### src/rtl/dn_pkg.sv
// dn_pkg: shared state type and index helpers for the distribution-network controller
package dn_pkg;
    typedef enum logic [1:0] {IDLE, STREAM, DRAIN, DONE} state_t;
    function automatic int n_stage(input int n_port);
        return $clog2(n_port);
    endfunction
    function automatic int route_idx(input int stage, input int router, input int n_port);
        return stage * n_port + 2 * router;
    endfunction
endpackage

### src/rtl/dn_vld_pipe.sv
// dn_vld_pipe: beat-valid shift register, one bit per stage past the first plus out_valid
module dn_vld_pipe #(
    parameter int N_STAGE = 3
) (
    input  logic               clk,
    input  logic               clr,
    input  logic               vld_in,
    output logic [N_STAGE-1:0] stg
);
    logic [N_STAGE-1:0] stg_q, stg_d;
    always_comb stg_d = N_STAGE'({stg_q, vld_in});
    always_ff @(posedge clk) stg_q <= clr ? '0 : stg_d;
    assign stg = stg_q;
endmodule

### src/rtl/dn_ctrl.sv
// dn_ctrl: config handshake, beat admission and per-stage enables for one distribution network
module dn_ctrl
    import dn_pkg::*;
#(
    parameter int N_PORT = 8,
    parameter int DW_CNT = 8,
    localparam int N_STAGE = n_stage(N_PORT)
) (
    input  logic                      clk,
    input  logic                      reset,
    input  logic                      cfg_valid,
    output logic                      cfg_ready,
    input  logic [N_STAGE*N_PORT-1:0] cfg_route,
    input  logic [DW_CNT-1:0]         cfg_len,
    input  logic                      in_valid,
    output logic                      in_ready,
    output logic [N_STAGE-1:0]        set_en,
    output logic [N_STAGE-1:0]        route_en,
    output logic [N_STAGE*N_PORT-1:0] route_signal,
    output logic                      out_valid,
    output logic                      busy,
    output logic                      done
);
    state_t                    state_q, state_d;
    logic [DW_CNT-1:0]         rem_q, rem_d;
    logic [N_STAGE*N_PORT-1:0] route_q, route_d;
    logic [N_STAGE-1:0]        stg;
    logic                      acc, en;

    dn_vld_pipe #(.N_STAGE(N_STAGE)) u_pipe (
        .clk    (clk),
        .clr    (reset),
        .vld_in (acc),
        .stg    (stg)
    );

    assign acc          = in_valid & in_ready;
    assign set_en       = N_STAGE'({stg, acc});
    assign out_valid    = stg[N_STAGE-1];
    assign route_en     = {N_STAGE{en}};
    assign route_signal = route_q;

    always_comb begin
        state_d   = state_q;
        rem_d     = rem_q;
        route_d   = route_q;
        cfg_ready = 1'b0;
        in_ready  = 1'b0;
        done      = 1'b0;
        busy      = 1'b1;
        en        = 1'b1;
        case (state_q)
            IDLE: begin
                cfg_ready = 1'b1;
                busy      = 1'b0;
                en        = 1'b0;
                if (cfg_valid) begin
                    route_d = cfg_route;
                    rem_d   = cfg_len;
                    state_d = (cfg_len == '0) ? DONE : STREAM;
                end
            end
            STREAM: begin
                in_ready = rem_q != '0;
                if (acc) begin
                    rem_d   = rem_q - 1'b1;
                    state_d = (rem_q == DW_CNT'(1)) ? DRAIN : STREAM;
                end
            end
            // set_en[0] is idle here, so an empty set_en means the final beat sits at the outputs
            DRAIN: state_d = (out_valid && set_en == '0) ? DONE : DRAIN;
            default: begin
                done    = 1'b1;
                en      = 1'b0;
                state_d = IDLE;
            end
        endcase
    end

    always_ff @(posedge clk) begin
        if (reset) begin
            state_q <= IDLE;
            rem_q   <= '0;
            route_q <= '0;
        end else begin
            state_q <= state_d;
            rem_q   <= rem_d;
            route_q <= route_d;
        end
    end
endmodule
### config.mk
export PLATFORM = sky130hd
export DESIGN_NAME = dn_ctrl
export DESIGN_NICKNAME = d
export VERILOG_FILES = /design/src/rtl/dn_pkg.sv /design/src/rtl/dn_vld_pipe.sv /design/src/rtl/dn_ctrl.sv
export SDC_FILE = /design/constraint.sdc
export NUM_CORES = 1
export LEC_CHECK = 0
export CORE_MARGIN = 1
export CORE_UTILIZATION = 48
export CTS_BUF_LIST = sky130_fd_sc_hd__clkbuf_2 sky130_fd_sc_hd__clkbuf_4 sky130_fd_sc_hd__clkbuf_8
export DETAILED_ROUTE_END_ITERATION = 6
export PLACE_DENSITY = 0.88
export SETUP_SLACK_MARGIN = 0.15
export SKIP_LAST_GASP = 1
export SLEW_MARGIN = 5
export SYNTH_ARGS = -nofsm -noshare
export SYNTH_HDL_FRONTEND = slang
export SYNTH_SLANG_ARGS = --single-unit
### constraint.sdc
create_clock -name clk -period 2.9 [get_ports clk]
set_input_delay 0.58 -clock clk [delete_from_list [all_inputs] [get_ports clk]]
set_output_delay 0.58 -clock clk [all_outputs]
set_load 0.005 [all_outputs]
### Word level (Yosys, flattened, before mapping)

Cells that the tools add are included.

* output and inout bits: 35
* input bits: 36
* bits in registers: 37

* eq/ne operators: 5
* reductions and logical operators: 11
* bitwise operators: 1
* $add $sub $neg: 1
* muxes and demuxes: 14

Operator list (number)
* $mux 8: 2
* $pmux 8 s2: 1
* $eq 8x1->1 const B: 1
* $logic_not 8->1: 1
* $mux 2: 4
* $reduce_bool 8->1: 1
* $sub 8x1->8 const B: 1
* $mux 1: 6
* $pmux 2 s3: 1
* $ne 2x2->1 const B: 2
* $reduce_and 2->1: 2
* $logic_not 3->1: 1
* $reduce_and 3->1: 1
* $reduce_or 3->1: 1
* $eq 2x1->1 const B: 1
* $eq 2x2->1 const B: 1
* $logic_not 2->1: 1
* $reduce_bool 2->1: 1
* $reduce_or 2->1: 1
* $and 1x1->1: 1
* $logic_and 1x1->1: 1

### Depth between registers and ports, before layout

Gate-level depths: netlist of run 1.

* word-level depth: 7
* depth in mapped cells: 8
* gate-level depth less buffers: 6

### Cells and area by module

A second synthesis of run 1 with hierarchy kept.

* cells, all modules: 222
* area total of the unflattened synthesis: 1769.2 um^2

Modules (own cells, without submodules)
* dn_ctrl: instances 1, seq. area each 680.7 um^2, area each 1690.4 um^2, cells each 216
* dn_vld_pipe: instances 1, seq. area each 60.1 um^2, area each 78.8 um^2, cells each 6

### Worst setup path after synthesis of run 1

OpenSTA, ideal clock, no wires.

* path type: reg-to-output
* start point: register rem_q[0]
* end point: output port set_en[0]
* slack: 1.016 ns
* data required time: 2.320 ns
* arrival: 1.304 ns
* buffers on the path: 1
* cell stages (with the launch flop): 7
* cells stage by stage: dfxtp_1 inv_1 ha_1 nor3b_2 a211o_2 inv_1 buf_4

* word-level cells in the longest chain between the ends: 3

Ends and longest elaborated chain
* from (decl): line dn_ctrl.sv:25 `logic [DW_CNT-1:0] rem_q, rem_d;`
* from (signal assigned): line dn_ctrl.sv:87 `rem_q <= rem_d;`
* $reduce_bool 8->1: line dn_ctrl.sv:64 `in_ready = rem_q != '0;`
* $mux 1: line dn_ctrl.sv:52 `case (state_q)`
* $and 1x1->1: line dn_ctrl.sv:37 `assign acc = in_valid & in_ready;`
* to (decl): line dn_ctrl.sv:17 `output logic [N_STAGE-1:0] set_en,`

No other way between the ends.

### Worst setup path in the final report of run 1

* start point: input port in_valid
* end point: output port set_en[0]

* word-level cells in the longest chain between the ends: 1

Ends and longest elaborated chain
* from (decl): line dn_ctrl.sv:15 `input logic in_valid,`
* $and 1x1->1: line dn_ctrl.sv:37

No other way between the ends.

==> summary.md, run 1 <==
The run finished with clean final reports. The most common cell after layout, fill and taps aside was clkdlybuf4s50_1. For the worst slew margin relative to its limit, the log shows 0.445. Data on the critical path is required at its endpoint by 2.32 ns. The share of cell area taken by muxes after synthesis works out to 0.0172. The final clock period utilization by the worst path was 0.928; the post-synthesis share of cell area spent on full adders, half adders and majority gates was 0.0430. The total area inside the core boundary comes to 0.00342 mm². The run gives 71 as the total I/O pin count. In the layout the commonest cells are clkdlybuf4s50_1, nand2_1, dfxtp_1, a21oi_1, inv_1. The worst hold path passes through 2 cells. The routed length per instance is 13.7 µm, and the maximum frequency from static timing analysis is 372 MHz. The launching element type of the critical path was an input port. The tools report the max-cap violation count as 0. The logs give 0 for the total count of max-transition violations in the final report and 0 for the hold buffer count at CTS. The worst setup path is captured at an output port. The post-synthesis sequential area ratio was 0.424; the transition time of the tightest slew-check pin was 0.826 ns. The cell family contributing the most delay on the critical path is buffers and inverters.

The worst register-to-register path has a setup slack of 0.87 ns. The synthesized-area fraction occupied by xor and xnor cells was 0. The dominant combinational cell family by area after synthesis was simple AND/OR/NAND/NOR gates. Summing every instance area after synthesis gives 0.00175 mm². The total setup violations reported at the end of the flow came out at 0. The fraction of synthesis flops using an asynchronous set or reset pin is 0, and the chip height is 62.3 µm.

The detailed router placed 1789 vias in this run. The number of nets handed over by synthesis was 259. The number of synthesized register bits was 37; the number of buffers and inverters on the critical path was 4. The complex-gate fraction of the synthesized area was 0.216.

The clock transition at the register clock pins on the worst setup and hold paths after CTS came out at 0.10 ns. The post-synthesis average cell area is 8.05 µm². The finished layout holds 330 standard cells, fillers aside. The share of post-route cells with drive strength above 1 works out to 0.0775. In this run the remaining antenna-violating nets after routing total 0. The combined global-route utilization of all metal layers was 0.242; the top fanout value on the critical path was 4. The most used flip-flop cell after synthesis is dfxtp_1.

The number of inserted filler cells in the final layout was 277; the total of warnings raised by yosys was 0. The startpoint identified for the worst hold timing path is route_signal[3]. Ratio of total power to cell area: 777 mW/mm². Clock tree synthesis inserted a total of 5 buffers. The critical path goes through clkdlybuf4s50_1 -> inv_1 -> a211o_2 -> inv_1 -> clkdlybuf4s50_1. The clock passes through at most 2 buffers.

Yosys mapped a number of flops with a built-in enable equal to 0. The starting density of the core is 0.511. Launch point of the worst reg-to-reg path: state_q[1]. The die extent in x works out to 62.3 µm. The reg-to-reg endpoint was state_q[0]. The repair_antennas step left the layout with diodes totalling 0. STA puts the critical path data arrival time at 2.11 ns. The standard cell with the maximum stage delay on the critical path was clkdlybuf4s50_1. The initial antenna violation count was 0; the number of instances in the synthesized netlist was 217.

The logs give 0.00925 ns for the setup clock skew after layout and 0.000487 V for the worst ir drop on vdd. The clock tree synthesis step divided the H-tree into 2 levels. The floorplan step defined a die boundary enclosing 0.00388 mm². The hold violation count in the final report is 0, and the clock network latency to the later pin of the worst-skew pair is 0.34 ns. The wire-length estimate of the detail-placed layout is 3.27 mm.

The run gives 0 as the total global routing overflow. The buffer cell driving the clock tree root is clkbuf_4. Aggregate negative setup slack: 0 ns. The count of cell types in the netlist is 40, and the clock sink total is 37.

The floorplan has 21 rows. The via count of the first global-routing pass is 1623, and the time the final worst path needs with I/O delays and setup is 2.69 ns. In this run the tool buffered the top-level ports with 70 buffer cells. The length in cells of the worst reg-to-reg path is 7. Setup repair after global routing left no endpoint under its margin. The share of synthesized cell area in and, or, nand and nor gates came out at 0.228.

The run gives 0 as the post-detailed-route DRC marker count. For this run, the slowest stage of the critical path takes 0.53 ns. The path with the worst hold slack has its endpoint at route_signal[3]. The first TritonRoute pass finished after 4 iterations.

Once placement completed, the tool counted placed cells totaling 321. The type of the worst setup path was in2out. The tightest min-delay check is of the reg2reg type. For the first-pass GRT wire length, the log shows 7.45 mm. After detailed routing, the number of vias per cell comes to 5.42. After the last flow step, the layout net total stands at 325.

After the first detailed-routing iteration, the DRC count stood at 86. Entering global routing, the biggest net connects 25 pins. TritonCTS built the clock tree. For this design the static power due to leakage is 0.974 nW. The total wire length was 4.52 mm; the synthesis-to-layout area growth was 44.8%. At the end of routability-driven placement, the weighted congestion stood at 0.916.
-- flip-flops by register name, indices dropped and copies added, names as in the netlist --
register / flops
rem_q: 8
u_pipe.stg: 3
state_q: 2
route_signal: 24
-- worst max-delay path by stage --
stage	start	endpoint	slack (ns)	cells after the start
floorplan	rem_q[0]	set_en[0]	1.02	6
global placement	in_valid	set_en[0]	0.24	5
detailed placement	in_valid	set_en[0]	0.24	5
CTS	rem_q[0]	set_en[0]	0.18	6
global route	rem_q[1]	set_en[0]	0.15	6
finish	in_valid	set_en[0]	0.21	5
-- per-stage QoR --
| step | setup WS, ns | area [µm²] | hold slack [ns] | util | power (W) |
|---|---|---|---|---|---|
| global placement | 0.240 | 2450 | 0.441 | 0.718 | 0.00164 |
| global route | 0.154 | 2530 | 0.479 | 0.741 | 0.00210 |
| floorplan | 1.02 | 1750 | 0.453 | - | 0.00131 |
| detailed placement | 0.235 | 2450 | 0.446 | 0.718 | 0.00166 |
| CTS | 0.180 | 2510 | 0.461 | 0.735 | 0.00192 |
| finish | 0.209 | 2530 | 0.457 | 0.741 | 0.00197 |
-- worst reg2reg max path: stages, from the launching register on --
cell,delay [ns]
dfxtp_1,0.37
inv_1,0.08
ha_1,0.20
buf_4,0.20
nor2b_4,0.15
a32o_2,0.33
or4_1,0.47
o32ai_1,0.15
-- what timing repair did --
| item | 4_1_cts | 5_1_grt |
|---|---|---|
| resized for setup | 1 | 2 |
| pin swaps | 0 | 1 |
| setup buffers | 0 | 1 |
| endpoints found under the setup margin | 1 | 1 |
| cloned | 0 | 0 |
-- synthesized netlist by cell type (all sizes together), types with 2 or more instances --
master | n | share of area
o31ai | 4 | 0.017
nor4 | 2 | 0.0072
nor2b | 5 | 0.022
a31oi | 4 | 0.014
mux2i | 3 | 0.017
o311ai | 3 | 0.015
nor3 | 7 | 0.023
and2b | 2 | 0.0086
inv | 10 | 0.021
or4 | 2 | 0.0086
nor2 | 9 | 0.019
a221oi | 2 | 0.010
o32ai | 3 | 0.015
a21oi | 31 | 0.089
clkbuf | 10 | 0.021
dfxtp | 37 | 0.42
nand2 | 51 | 0.11
buf | 7 | 0.029
ha | 6 | 0.043
o21ai | 3 | 0.0086
-- cells by family after synthesis --
logic type / after synthesis
and+or+nand+nor: 85
AOI/OAI and AO/OA: 59
DFF: 37
buffers and inverters: 27
adders and majority gates: 6
muxes: 3
-- where the power goes --
part	leakage [nW]	switching, W	internal, W	total [W]
Clock	0.0354	0.000165	0.000102	0.000267
Sequential	0.304	0.0000992	0.000614	0.000713
Combinational	0.635	0.000505	0.000480	0.000986
Total	0.974	0.000770	0.00120	0.00197
-- final cells by class --
type | instances | area, µm² | share of cell area
multi-input cells | 153 | 892 | 0.353
clock inverters | 2 | 10.0 | 0.00396
well taps | 46 | 57.6 | 0.0227
clock buffers | 6 | 45.0 | 0.0178
flip-flops and latches | 37 | 742 | 0.293
repair buffers | 76 | 746 | 0.295
inverters | 10 | 37.5 | 0.0148
-- metal layers --
metal / vias to the layer above / global-route usage / wire, µm / part of all wire
li1: 885 / - / - / -
met2: 74 / 0.415 / 2190 / 0.49
met4: 0 / 0.0872 / 68 / 0.015
met5: - / 0 / 0 / 0
met3: 6 / 0.0496 / 266 / 0.059
met1: 824 / 0.299 / 1990 / 0.44
Power figures use the tool's default switching activity.
==> run 2, diff against run 1 <==
==> constraint.sdc (replaced) <==
create_clock -name clk -period 3.1 [get_ports clk]
set_input_delay 0.62 -clock clk [delete_from_list [all_inputs] [get_ports clk]]
set_output_delay 0.62 -clock clk [all_outputs]
set_load 0.005 [all_outputs]
==> summary.md, run 2 (same netlist as run 1, synthesis figures left out) <==
Setup violations remaining at the end of the flow were counted as 0. Clock sink total: 37. For this design the top-level I/O count stands at 71. For the area enclosed by the die boundary, the log shows 0.00388 mm². For the worst ir drop on vdd, the log shows 0.000437 V. At the worst endpoint, the required time is 2.48 ns. The net count of the finished layout is 325. Summed over all nets, the half-perimeter wirelength after detailed placement is 3.23 mm. The clock network latency to the later pin of the worst-skew pair was 0.33 ns; the H-tree depth reported by CTS was 2. For the initial antenna violation count, the log shows 0.

The final instance area is 0.00253 mm², and the top fanout value on the critical path is 7. Buffers inserted to repair hold after CTS numbered 0. The worst path needs 2.83 ns of the cycle, external delays included. Routability-driven placement finished with a final weighted congestion of 0.932.

The launch point of the worst reg-to-reg path was state_q[1]. The part of the power in registers was 0.361; the via count of the first global-routing pass was 1617. The most numerous cell type found on the critical path is inv_1. Number of buffers and inverters on the critical path: 3. Dividing the detail-routed via count by the number of cells gives 5.47. In the layout the commonest cells are clkdlybuf4s50_1, nand2_1, dfxtp_1, a21oi_1, inv_1. The tools report the total placed cells including tap cells as 322. The post-detailed-route DRC marker count was 0. Buffer cell driving the clock tree root: clkbuf_4.

After the first detailed-routing iteration, the DRC count stood at 157. After clock tree synthesis, the repair step resized 0 gates. The first TritonRoute pass finished after 4 iterations. The repair_antennas step left the layout with diodes totalling 0. The ratio of total power to cell area was 726 mW/mm²; the highest cell delay on the worst timing path was 0.50 ns. Adding up every negative setup slack in the final design gives 0 ns. Setup repair after global routing left no endpoint under its margin.

The worst hold-check path type is reg2reg. From bottom edge to top edge, the die measures 62.3 µm. Prior to clock tree synthesis, the placed netlist has a worst setup slack of 0.345 ns. The first-pass GRT wire length was 7.37 mm; the combinational power share was 0.493. The tools report the post-layout worst setup margin as 0.273 ns. The critical path is of the reg2out type. For this run the aggregate overflow at the end of global routing stands at 0. The total core area is 0.00342 mm², and the number of buffers added for setup after CTS is 0. Clock transition at the register clock pins on the worst setup and hold paths after CTS: 0.11 ns. The launching element type of the critical path was a register. The logs give 21 for the standard-cell row count and 0 for the total count of max-transition violations in the final report. The flow ran to the end, and the final reports show no timing, DRC or antenna violations.

The most critical setup path has its startpoint at rem_q[0]. The logs give 330 for the final cell count without fillers and 0.511 for the starting density of the core. The detail route stage leaves a number of antenna-violating nets equal to 0. The run gives 0.415 as the worst slew margin relative to its limit. Traced cell by cell, the critical path runs through inv_1 -> ha_1 -> nor3b_2 -> a211o_2 -> inv_1 -> clkdlybuf4s50_1.

The combined global-route utilization of all metal layers is 0.239, and the die extent in x is 62.3 µm. After detailed routing, the total wire length is 4.46 mm. The setup clock skew after layout was 0.00545 ns.

The switching power of the nets was 0.000714 W; the final clock period utilization by the worst path was 0.912. The startpoint identified for the worst hold timing path is route_signal[10]. The standard cell with the maximum stage delay on the critical path was clkdlybuf4s50_1. Cell internal power was estimated by the tool at 0.00112 W. The net switching fraction of the power was 0.389. The share of post-route cells with drive strength above 1 was 0.0704; the maximum buffer depth of the clock tree was 2. For the maximum frequency from static timing analysis, the log shows 354 MHz. The most common cell after layout, fill and taps aside was clkdlybuf4s50_1.

Once placement finished, the instance area stood at 0.00246 mm². During placement, the flow inserted port buffers numbering 70. The maximum number of pins on one net before global-route repair was 25. The CTS buffer count came out at 5.

For the relative contribution of the clock network to total power, the log shows 0.146. TritonCTS built the clock tree. The routed length per instance was 13.5 µm; the hold violation count in the final report was 0. The final route contains 1804 vias. The run gives 0 as the max-cap violation count. The register with the most flip-flops in the layout has 24 of them. The total design power was 0.00183 W. The static leakage power is 0.972 nW. The worst setup path is captured at an output port. The kind of cell with the highest combined delay along the critical path is buffers and inverters. The endpoint arrival time on the critical path was 2.21 ns. The synthesis-to-layout area growth is 44.6%, and the transition time of the tightest slew-check pin is 0.870 ns.
[run 2: cell counts in the layout (fill, tap and decap cells not counted)]
Identical to the previous run, type by type.
[run 2: worst paths after layout]
check	depth (start not counted)	slack, ns	to
max	6	0.27	set_en[0]
min	2	0.46	route_signal[10]
max reg2reg	7	1.00	rem_q[3]
min reg2reg	2	0.46	route_signal[10]
[run 2: layout make-up]
class | instances | area, µm²
clock inverter | 2 | 13.8
sequential | 37 | 741
fill | 269 | 890
clock buffer | 6 | 51.3
inverter | 10 | 37.5
tap | 46 | 57.6
multi-input combinational | 153 | 880
timing repair buffer | 76 | 746
[run 2: metal layers]
metal  vias up  share of wire  track usage
li1        886              -            -
met4         0          0.017        0.108
met5         -              0            0
met2        82           0.48        0.400
met3         8          0.067       0.0588
met1       828           0.43        0.289
[run 2: stage by stage]
stage / hold slack [ns] / util
5_1_grt: 0.482 / 0.740
6_report: 0.460 / 0.740
2_1_floorplan: 0.453 / -
4_1_cts: 0.462 / 0.740
3_3_place_gp: 0.441 / 0.721
3_5_place_dp: 0.446 / 0.721
[run 2: power by group through the flow]
stage	clock [W]	sequential [W]	combinational [W]
final	0.000268	0.000661	0.000904
after global routing	0.000299	0.000670	0.000992
after CTS	0.000275	0.000658	0.000895
after detailed placement	0	0.000667	0.000891
after global placement	0	0.000663	0.000879
after floorplan	0	0.000658	0.000568
[run 2: tightest hold or removal path: stages (launching register included)]
cell     delay (ns)
dfxtp_1        0.32
nand2_1        0.05
a21oi_1        0.05
